==> src/rtl/ibex_prefetch_checker_sat_cnt.sv <==
// rtl/ibex_prefetch_checker_sat_cnt.sv - saturating event counter with synchronous clear
module ibex_prefetch_checker_sat_cnt #(
  parameter int unsigned Width = 16
) (
  input  logic             clk_i,
  input  logic             rst_i,
  input  logic             inc_i,
  input  logic             clr_i,
  output logic [Width-1:0] cnt_o
);

  // Count qualifying cycles, holding at all-ones instead of wrapping
  always_ff @(posedge clk_i or posedge rst_i) begin
    if (rst_i) begin
      cnt_o <= '0;
    end else if (clr_i) begin
      cnt_o <= '0;
    end else if (inc_i && (cnt_o != {Width{1'b1}})) begin
      cnt_o <= cnt_o + Width'(1);
    end
  end

endmodule

==> config.mk <==
export PLATFORM = sky130hd
export DESIGN_NAME = ibex_prefetch_checker_sat_cnt
export DESIGN_NICKNAME = d
export VERILOG_FILES = /design/src/rtl/ibex_prefetch_checker_sat_cnt.sv
export SDC_FILE = /design/constraint.sdc
export NUM_CORES = 1
export LEC_CHECK = 0
export ABC_AREA = 1
export BUFFER_PORTS_ARGS = -buffer_cell sky130_fd_sc_hd__buf_2
export CORE_MARGIN = 3
export CORE_UTILIZATION = 55
export CTS_BUF_LIST = sky130_fd_sc_hd__clkbuf_8
export CTS_CLUSTER_SIZE = 28
export DETAILED_ROUTE_END_ITERATION = 16
export PLACE_DENSITY = 0.79
export SLEW_MARGIN = 20
export SYNTH_ARGS = -nofsm -noshare
export SYNTH_HDL_FRONTEND = slang
export SYNTH_SLANG_ARGS = --single-unit
export TNS_END_PERCENT = 1
==> constraint.sdc <==
create_clock -name clk_i -period 1.62 [get_ports clk_i]
set_input_delay 0.081 -clock clk_i [delete_from_list [all_inputs] [get_ports clk_i]]
set_output_delay 0.081 -clock clk_i [all_outputs]
set_load 0.05 [all_outputs]
Yosys cells after proc, flatten, opt, wreduce, memory -nomap -nowiden
Index checks and enable logic that the tools add are counted.
{"block": "totals", "reg_bits": 16, "latch_bits": 0, "mem_bits_rw": 0, "rom_bits": 0, "in_bits": 4, "output_inout_bits": 16, "wordCells": 7, "mem_count": 0}
{"block": "classes", "add_sub_neg": 1, "multipliers": 0, "div_mod_pow": 0, "order_cmp": 0, "n_eq_ne": 1, "shift": 0, "mux": 2, "bitwise": 0, "reduce_logical": 2}
{"op": "$mux W16", "count": 2}
{"op": "$add A16 B1 Y16 const B", "count": 1}
{"op": "$ne A16 B16 Y1 const B", "count": 1}
{"op": "$reduce_bool A2 Y1", "count": 1}
{"op": "$logic_and A1 B1 Y1", "count": 1}

Depth between registers and ports, before layout
Gate-level depths: netlist of run 1.
{"block": "logic_depth", "ltp_word": 4, "depth_mapped": 10, "ltp_nobuf": 9}

Worst setup path after synthesis of run 1
OpenSTA, ideal clock, no wires.
{"block": "synth_path", "path_type": "register to register", "from": "register cnt_o[1]", "to": "register cnt_o[11]", "setup_time_ps": 66, "t_arrival_ps": 1838, "slack_ps": -284, "stages_incl_launch_ff": 11, "n_path_buf": 1, "synth_period_minus_slack_ps": 1904, "path_cell_list": "dfrtp_1 -> ha_1 -> nand2_2 -> nor2_8 -> nand2_4 -> nor2_4 -> nor2_2 -> nor2_4 -> buf_6 -> nand2_1 -> nand2_1"}
{"block": "synth_via", "elab_chain_len": 3, "word_cells_on_any_way": 6, "classes_between": "add/sub: 1; eq/ne: 1; mux: 2; reduce/logical: 2"}
{"element": "start: declaration", "line": "9", "text": "output logic [Width-1:0] cnt_o"}
{"element": "start signal: assignment", "line": "19", "text": "cnt_o <= cnt_o + Width'(1);"}
{"element": "$add A16 B1 Y16 / $ne A16 B16 Y1 (equally long branches)", "line": "19, 18"}
{"element": "$mux W16 / $logic_and A1 B1 Y1 (equally long branches)", "line": "18", "text": "end else if (inc_i && (cnt_o != {Width{1'b1}})) begin"}
{"element": "$mux W16 / $reduce_bool A2 Y1 (equally long branches)"}
Parallel ways exist; a longest one is shown, timed or not. The select of a mux whose other input is x is not followed.
A chain may end at the register's enable or synchronous reset.

Worst setup path in the final report of run 1
{"block": "layout_path", "from": "register cnt_o[0]", "to": "register cnt_o[8]"}
The elaborated chain is that of the path after synthesis.

==> flow_summary.toml, run 1 <==
[outcome]
status = "complete, no violations"

[yosys]
seq_area_frac_synth_pct = 37.0
synth_nets = 164
ys_types = 24
synth-seq-cells = 16
yosysWarnings = 0
syn_avg_cell_area_um2 = 6.81
netlist_area_mm2 = 0.00108
syn_inst = 159

[hold_path]
hp-class = "primary input to flop"

[grt]
grt_pass1_wl_um = 4690
grtUsageTotal_pct = 25.1
gr-total-overflow = 0
grt_pass1_vias = 1016
grt_antenna_before_repair = 0
grt_start_max_net_pins = 17

[die]
start_util_pct = 60.1
pin_count = 20
rows = 15
fp.dieW_um = 50.4
die_y_um = 50.4
dieArea_mm2 = 0.00254
core_mm2 = 0.00180

[cts]
max-clock-path-buffers = 2
root_buffer = "clkbuf_8"
clock_latency_ns = 0.25
cts_tree = "built"
clkSinkCount = 16
htreeDepth = 1
cts_buffers = 3
path_clk_slew_ns = 0.07

[detailed_routing]
drt_iter0_drc = 56
drc = 0
wirelength_um = 2860
routed_via_density = 5.38
vias = 1151
routedWlPerCell_um = 13.4
dr.pass1.iters = 4
ant_nets = 0

[setup_path]
start_kind = "flop"
critPathArrivalTime_ns = 1.71
worstSetupEndpointType = "flop"
critPathMaxFanout = 7
path_class = "flop to flop"
required_ns = 1.77

[final_layout]
largest_register_ffs = 16
final-seq-area_um2 = 414
syn_to_final_growth_pct = 25.2
fin_util_pct = 75.3
instances_no_fill = 214
nets = 195
multiInputGateArea_um2 = 613
fillers = 147
reg_top3 = "cnt_o x16"
drive_above_1_share_pct = 27.5
diodes = 0
top_register = "cnt_o"

[sta]
worst_slew_pin_slew_ns = 0.628
max_freq_ghz = 0.639
fin_crit_ns = 1.57
fin_skew_ns = 0.00385
hold_violations = 0
slew_viol_final = 0
setup_viol = 0
slew-limit-headroom_pct = 58.1
period_share_pct = 96.7

[placed_design]
portBuffers = 19
gp_congestion = 0.868
dp_hpwl_um = 2080
placedCellCount = 208

[power_and_ir_drop]
ir_worst_vdd_mv = 0.542
power_density_mw_per_mm2 = 594
leakage_nw = 0.741

[job]
cap_violations = 0
[layout by cell type (no fill, tap or decap)]
cell / count
inv_2: 1
nand2_1: 64
nor2_1: 16
o21ai_1: 1
nand3b_1: 2
ha_4: 1
nor2_4: 4
clkinv_1: 1
buf_4: 8
xor2_1: 2
dfrtp_2: 11
buf_12: 1
clkbuf_8: 3
buf_2: 19
nand4_1: 11
dlygate4sd3_1: 1
nand2_2: 1
inv_1: 17
nor2_8: 1
nand2_4: 1
xnor2_1: 2
nor2_2: 1
nand3_1: 12
dfrtp_1: 5
nor3_1: 1
o21ai_0: 1
a21oi_1: 1
[cell type report]
cell class                 instances  area share [%]
multi-input combinational        122            45.2
clock inverter                     1           0.277
sequential                        16            30.5
clock buffer                       3            3.04
timing repair buffer              29            13.7
tap                               25            2.31
inverter                          18            4.98
[what timing repair did]
item / 4_1_cts / 5_1_grt
endpoints found under the hold margin: 16 / 0
gates resized for setup: 0 / 2
setup endpoints to repair: 0 / 15
hold buffers: 1 / 0
buffers inserted: 0 / 1
[path summary, 6_finish.rpt]
kind / startpoint / to / slack [ns] / cells past startpoint
max: cnt_o[0] / cnt_o[8] / 0.05 / 10
min: inc_i / cnt_o[8] / 0.18 / 5
max reg2reg: cnt_o[0] / cnt_o[8] / 0.05 / 10
min reg2reg: cnt_o[9] / cnt_o[9] / 0.54 / 2
max in group asynchronous: rst_i / cnt_o[4] / 0.72 / 3
min in group asynchronous: rst_i / cnt_o[5] / 0.45 / 3
[per-layer routing]
| layer | share of wire, % | wire length [um] | track usage (%) | vias up |
|---|---|---|---|---|
| met5 | 0 | 0 | 0 | - |
| met4 | 3.6 | 102 | 13.9 | 0 |
| met3 | 6.1 | 175 | 4.75 | 14 |
| met2 | 47 | 1350 | 41.1 | 50 |
| met1 | 43 | 1230 | 30.7 | 529 |
| li1 | - | - | - | 558 |
[cell usage after synthesis]
cell,instances,share of area (%)
nand2_1,64,22
dfrtp_1,16,37
inv_1,16,5.5
nor2_1,16,5.5
nand3_1,12,5.5
nand4_1,11,6.4
nor2_4,3,3.1
nand3b_1,2,1.4
nor2_2,2,1.2
xnor2_1,2,1.6
xor2_1,2,1.6
a21oi_1,1,0.46
buf_1,1,0.35
buf_2,1,0.46
buf_6,1,1.0
clkinv_1,1,0.35
ha_1,1,1.2
inv_2,1,0.35
nand2_2,1,0.58
nand2_4,1,1.0
nor2_8,1,1.8
nor3_1,1,0.46
o21ai_0,1,0.46
o21ai_1,1,0.46
[cell families after synthesis]
kind of cell	after synthesis	synth area share (%)
flops	16	37.0
compound gates	3	1.38
buf+inv	21	8.08
fa+ha+maj	1	1.15
simple gates	114	49.2
xor+xnor	4	3.23
[power by group]
| group | internal, mW | switching, mW | total [mW] | leakage, nW |
|---|---|---|---|---|
| clock network | 0.168 | 0.143 | 0.311 | 0.0269 |
| registers | 0.405 | 0.00717 | 0.412 | 0.204 |
| logic | 0.0264 | 0.0569 | 0.0833 | 0.510 |
| total | 0.599 | 0.207 | 0.806 | 0.741 |
[through the flow]
stage | total power [mW] | hold WS, ns | instance area [um2] | setup WS (ns) | setup TNS, ns
2_1_floorplan | 0.471 | -0.00594 | 1110 | -0.0446 | -0.363
3_5_place_dp | 0.493 | 0.186 | 1270 | 0.0809 | 0
5_1_grt | 0.837 | 0.215 | 1360 | -0.0158 | -0.0173
4_1_cts | 0.807 | 0.171 | 1330 | 0.0572 | 0
6_report | 0.806 | 0.176 | 1360 | 0.0539 | 0
3_3_place_gp | 0.493 | 0.183 | 1270 | 0.123 | 0
[critical path, cell delays in order (launching register included)]
cell	delay, ns
dfrtp_2	0.44
ha_4	0.17
nand2_2	0.11
nor2_8	0.04
nand2_4	0.08
nor2_4	0.05
nor2_2	0.19
buf_4	0.20
nand2_1	0.06
nand2_1	0.06
nor2_1	0.06
Power figures use the tool's default switching activity.
==> inputs of run 2 (changes only) <==
- CORE_UTILIZATION: 55 -> 57
- GPL_ROUTABILITY_DRIVEN: not set -> 0
- PLACE_DENSITY: 0.79 -> not set
- PLACE_DENSITY_LB_ADDON: not set -> 0.2
==> run 2 against run 1 <==
Critical path type unchanged. Setup slack gained 0.038 ns. Non-clock buffer count shrank 1. Sequential power about the same. Die area fell by 3.1%. Count of clock-buffer cells in the layout unchanged. Register-to-register slack improved by 0.04 ns. Sequential cell count unchanged. Highest routed layer unchanged.
==> flow_summary.toml, run 2 (synthesis gave the netlist of run 1 again) <==
[cts]
cts_tree = "built"
path_clk_slew_ns = 0.06
root_buffer = "clkbuf_8"
max-clock-path-buffers = 2
cts_buffers = 3
clock_latency_ns = 0.25
htreeDepth = 1
clkSinkCount = 16

[sta]
max_freq_ghz = 0.655
fin_skew_ns = 0.00801
grt_setup_unrepaired = "no"
period_share_pct = 94.3
slew_viol_final = 0
fin_ws_ns = 0.0923
timing.hold.ws_ns = 0.190
worst_slew_pin_slew_ns = 0.601
setup_tns_ns = 0
setup_viol = 0
fin_crit_ns = 1.53
slew-limit-headroom_pct = 59.9
hold_violations = 0

[grt]
met2_usage_pct = 39.9
grt_start_max_net_pins = 17
grt_antenna_before_repair = 0
grt_pass1_wl_um = 4460
gr-total-overflow = 0
grtUsageMet1_pct = 30.3
grtUsageMet3_pct = 3.02
grt_pass1_vias = 1035
grt_busiest_layer = "met2"
grtUsageTotal_pct = 23.4

[die]
start_util_pct = 61.4
dieArea_mm2 = 0.00246
rows = 15
fp.dieW_um = 49.6
die_y_um = 49.6
pin_count = 20
core_mm2 = 0.00176

[detailed_routing]
dr.pass1.iters = 4
drt_iter0_drc = 42
drc = 0
routedWlPerCell_um = 12.6
routed_via_density = 5.12
vias = 1091
ant_nets = 0
wirelength_um = 2690

[setup_path]
slowest_delay_ns = 0.44
crit_slowest_cell = "dfrtp_2"
critPathArrivalTime_ns = 1.67
path_cells = "ha_4 > nand2_2 > nor2_8 > nand2_4 > nor2_4 > nor2_2 > buf_4 > nand2_1 > nand2_1 > nor2_1"
critPathMaxFanout = 12
path_class = "flop to flop"
start_kind = "flop"
crit_top_cell = "nand2_1"
required_ns = 1.76
worstSetupEndpointType = "flop"

[final_layout]
fin_util_pct = 75.5
top_register = "cnt_o"
fillers = 145
diodes = 0
instances_no_fill = 213
drive_above_1_share_pct = 27.1
final_area_mm2 = 0.00133
syn_to_final_growth_pct = 22.9
largest_register_ffs = 16
final_common_cell = "nand2_1"
final_cell_mix = "64 x nand2_1, 19 x buf_2, 17 x inv_1"
reg_top3 = "cnt_o x16"
nets = 194

[power_and_ir_drop]
combPwrFrac_pct = 10.3
clkPwrFrac_pct = 37.7
ir_worst_vdd_mv = 0.415
switching_share_pct = 24.6
power_switching_mw = 0.194
power_density_mw_per_mm2 = 595
total_power_mw = 0.792
p_int_mw = 0.597
seqPwrFrac_pct = 52.0
leakage_nw = 0.732

[placed_design]
portBuffers = 19
place_area_mm2 = 0.00125
placedCellCount = 205
dpl_worst_slack_ns = 0.0886
dp_hpwl_um = 1910

[outcome]
status = "complete, no violations"

[hold_path]
hp-class = "primary input to flop"

[job]
cap_violations = 0
-- run 2: what timing repair did --
action | in CTS | in global routing
setup buffers | 0 | 3
endpoints found under the setup margin | 0 | 15
hold buffers | 1 | 0
endpoints found under the hold margin | 16 | 0
resized for setup | 0 | 1
-- run 2: final cells by class --
class | instances | area (um2) | area share (%)
clock inverter | 1 | 3.75 | 0.282
timing repair buffer | 28 | 165 | 12.4
inverter | 18 | 67.6 | 5.08
sequential | 16 | 414 | 31.1
clock buffer | 3 | 41.3 | 3.10
multi-input combinational | 122 | 608 | 45.7
tap | 25 | 31.3 | 2.35
-- run 2: critical path, delay by kind of cell (launching register included) --
family,cells,cell delay (ns)
adder cells (fa/ha/maj),1,0.18
buffers and inverters,1,0.22
flip-flops,1,0.44
AND/OR/NAND/NOR,8,0.58
-- run 2: per-layer routing --
metal  up-vias  share of wire [%]
met5         -                  0
met4         0               0.93
met3         4                5.9
met2        38                 49
met1       493                 44
li1        556                  -
-- run 2: final timing paths --
path	startpoint	endpoint	slack (ns)	cells past startpoint
max	cnt_o[0]	cnt_o[8]	0.09	10
min	clr_i	cnt_o[15]	0.19	4
max reg2reg	cnt_o[0]	cnt_o[8]	0.09	10
min reg2reg	cnt_o[9]	cnt_o[9]	0.53	2
max in group asynchronous	rst_i	cnt_o[4]	0.74	3
min in group asynchronous	rst_i	cnt_o[15]	0.44	3
-- run 2: power groups by stage --
stage,Combinational (mW),Sequential [mW],Clock (mW)
floorplan,0.0371,0.434,0
finish,0.0816,0.412,0.299
global route,0.0900,0.413,0.325
detailed placement,0.0738,0.419,0
global placement,0.0715,0.418,0
CTS,0.0759,0.411,0.307
==> inputs of run 3 (changes only) <==
--- a/config.mk
+++ b/config.mk
@@ -8,5 +8,5 @@
 export ABC_AREA = 1
 export BUFFER_PORTS_ARGS = -buffer_cell sky130_fd_sc_hd__buf_2
-export CORE_MARGIN = 3
+export CORE_MARGIN = 2
 export CORE_UTILIZATION = 57
 export CTS_BUF_LIST = sky130_fd_sc_hd__clkbuf_8
==> constraint.sdc (replaced) <==
create_clock -name clk_i -period 1.62 [get_ports clk_i]
set_input_delay 0.324 -clock clk_i [delete_from_list [all_inputs] [get_ports clk_i]]
set_output_delay 0.324 -clock clk_i [all_outputs]
set_load 0.05 [all_outputs]
==> run 3 against run 2 <==
Power rose by 6.0%. First-iteration DRC count did not move. Setup slack got worse by 0.052 ns. Combinational power down 3.7%. Largest cell class unchanged. Via count increased by 4.5%. Critical path depth stayed put. Clock skew down 0.0050 ns. Register-to-register slack worse by 0.05 ns. Core utilization is 0.14 points higher. Global-route usage rose by 3.4 points. Maximum frequency fell by 3.3%.
==> flow_summary.toml, run 3 (synthesis gave the netlist of run 1 again) <==
[cts]
cts_tree = "built"
root_buffer = "clkbuf_8"
clkSinkCount = 16
max-clock-path-buffers = 2
htreeDepth = 1
postCtsHoldBufs = 0
cts_buffers = 3
clock_latency_ns = 0.25
path_clk_slew_ns = 0.06

[sta]
timing.hold.ws_ns = 0.136
hold_violations = 0
fin_crit_ns = 1.58
period_share_pct = 97.5
worst_slew_pin_slew_ns = 0.603
max_freq_ghz = 0.633
setup_viol = 0
slew_viol_final = 0
slew-limit-headroom_pct = 59.8
fin_ws_ns = 0.0404
fin_skew_ns = 0.00304
setup_tns_ns = 0

[die]
fp.dieW_um = 47.6
start_util_pct = 61.4
dieArea_mm2 = 0.00227
rows = 15
pin_count = 20
core_mm2 = 0.00176
die_y_um = 47.6

[grt]
grtUsageTotal_pct = 26.8
gr-total-overflow = 0
grt_pass1_wl_um = 4200
grt_pass1_vias = 941
grt_antenna_before_repair = 0
grt_start_max_net_pins = 17

[detailed_routing]
wirelength_um = 2680
drt_iter0_drc = 42
vias = 1140
ant_nets = 0
drc = 0
routed_via_density = 5.43
routedWlPerCell_um = 12.7
dr.pass1.iters = 4

[setup_path]
start_kind = "flop"
crit_slowest_cell = "dfrtp_2"
crit_family = "simple AND/OR/NAND/NOR gates"
crit_top_cell = "nand2_1"
slowest_delay_ns = 0.44
required_ns = 1.76
critPathArrivalTime_ns = 1.72
worstSetupEndpointType = "flop"
path_class = "flop to flop"
path_cells = "ha_4 > nand2_2 > nor2_8 > nand2_4 > nor2_4 > nor2_2 > buf_4 > nand2_1 > nand2_1 > nor2_1"
critPathMaxFanout = 12
crit_buf_inv = 1

[power_and_ir_drop]
leakage_nw = 0.723
ir_worst_vdd_mv = 0.536
total_power_mw = 0.839
power_density_mw_per_mm2 = 629

[final_layout]
final_common_cell = "nand2_1"
diodes = 0
nets = 191
syn_to_final_growth_pct = 23.1
largest_register_ffs = 16
fillers = 152
fin_util_pct = 75.6
final_cell_mix = "64 x nand2_1, 19 x buf_2, 16 x inv_1, 16 x nor2_1, 12 x nand3_1"
drive_above_1_share_pct = 27.0
top_register = "cnt_o"
reg_top3 = "cnt_o x16"

[placed_design]
dp_hpwl_um = 1890
portBuffers = 19
dpl_worst_slack_ns = 0.0694

[hold_path]
hp-class = "primary input to async pin"

[outcome]
status = "complete, no violations"

[job]
cap_violations = 0
## run 3: changes by cell type in the layout (fill, tap and decap cells not counted), sizes merged
cell / previous run / this run
inv: 18 / 17
buf: 27 / 25
clkbuf: 3 / 4
dlygate4sd3: 1 / 0
## run 3: power breakdown
group / switching, mW / internal [mW] / total, mW
registers: 0.00763 / 0.405 / 0.412
logic: 0.0551 / 0.0235 / 0.0786
clock network: 0.133 / 0.215 / 0.348
## run 3: path summary, 6_finish.rpt
path | end | cells past startpoint | startpoint | slack [ns]
max reg2reg | cnt_o[8] | 10 | cnt_o[0] | 0.04
max | cnt_o[8] | 10 | cnt_o[0] | 0.04
min in group clk_i | cnt_o[15] | 4 | clr_i | 0.43
min | cnt_o[11] | 2 | rst_i | 0.14
max in group asynchronous | cnt_o[6] | 2 | rst_i | 1.05
min reg2reg | cnt_o[9] | 2 | cnt_o[9] | 0.53
## run 3: timing repair
item	CTS	global route
gates resized for setup	0	2
setup buffers	0	1
endpoints found under the setup margin	0	14
## run 3: worst reg2reg max path: cells and delay by family, from the launching register on
kind / cells / cell delay (ns)
buffers and inverters: 1 / 0.22
adder cells (fa/ha/maj): 1 / 0.18
flip-flops: 1 / 0.44
AND/OR/NAND/NOR: 8 / 0.63
## run 3: per-stage QoR
step / cell area [um2] / cells
floorplan: 1110 / 159
global placement: 1250 / 205
detailed placement: 1250 / 205
CTS: 1310 / 209
global route: 1330 / 210
finish: 1330 / 210
## run 3: final cells by class
type	instances	area [um2]	share of cell area (%)
well taps	25	31.3	2.35
flip-flops and latches	16	414	31.1
inverters	18	67.6	5.07
multi-input cells	122	613	46.0
clock buffers	4	55.1	4.13
repair buffers	25	153	11.4
## run 3: layer usage
metal  track usage, %  vias up  wire [um]
met3             3.77       10        185
met5                0        -          0
met1             36.8      526       1130
met4             9.73        0         61
met2             43.2       49       1300
li1                 -      555          -
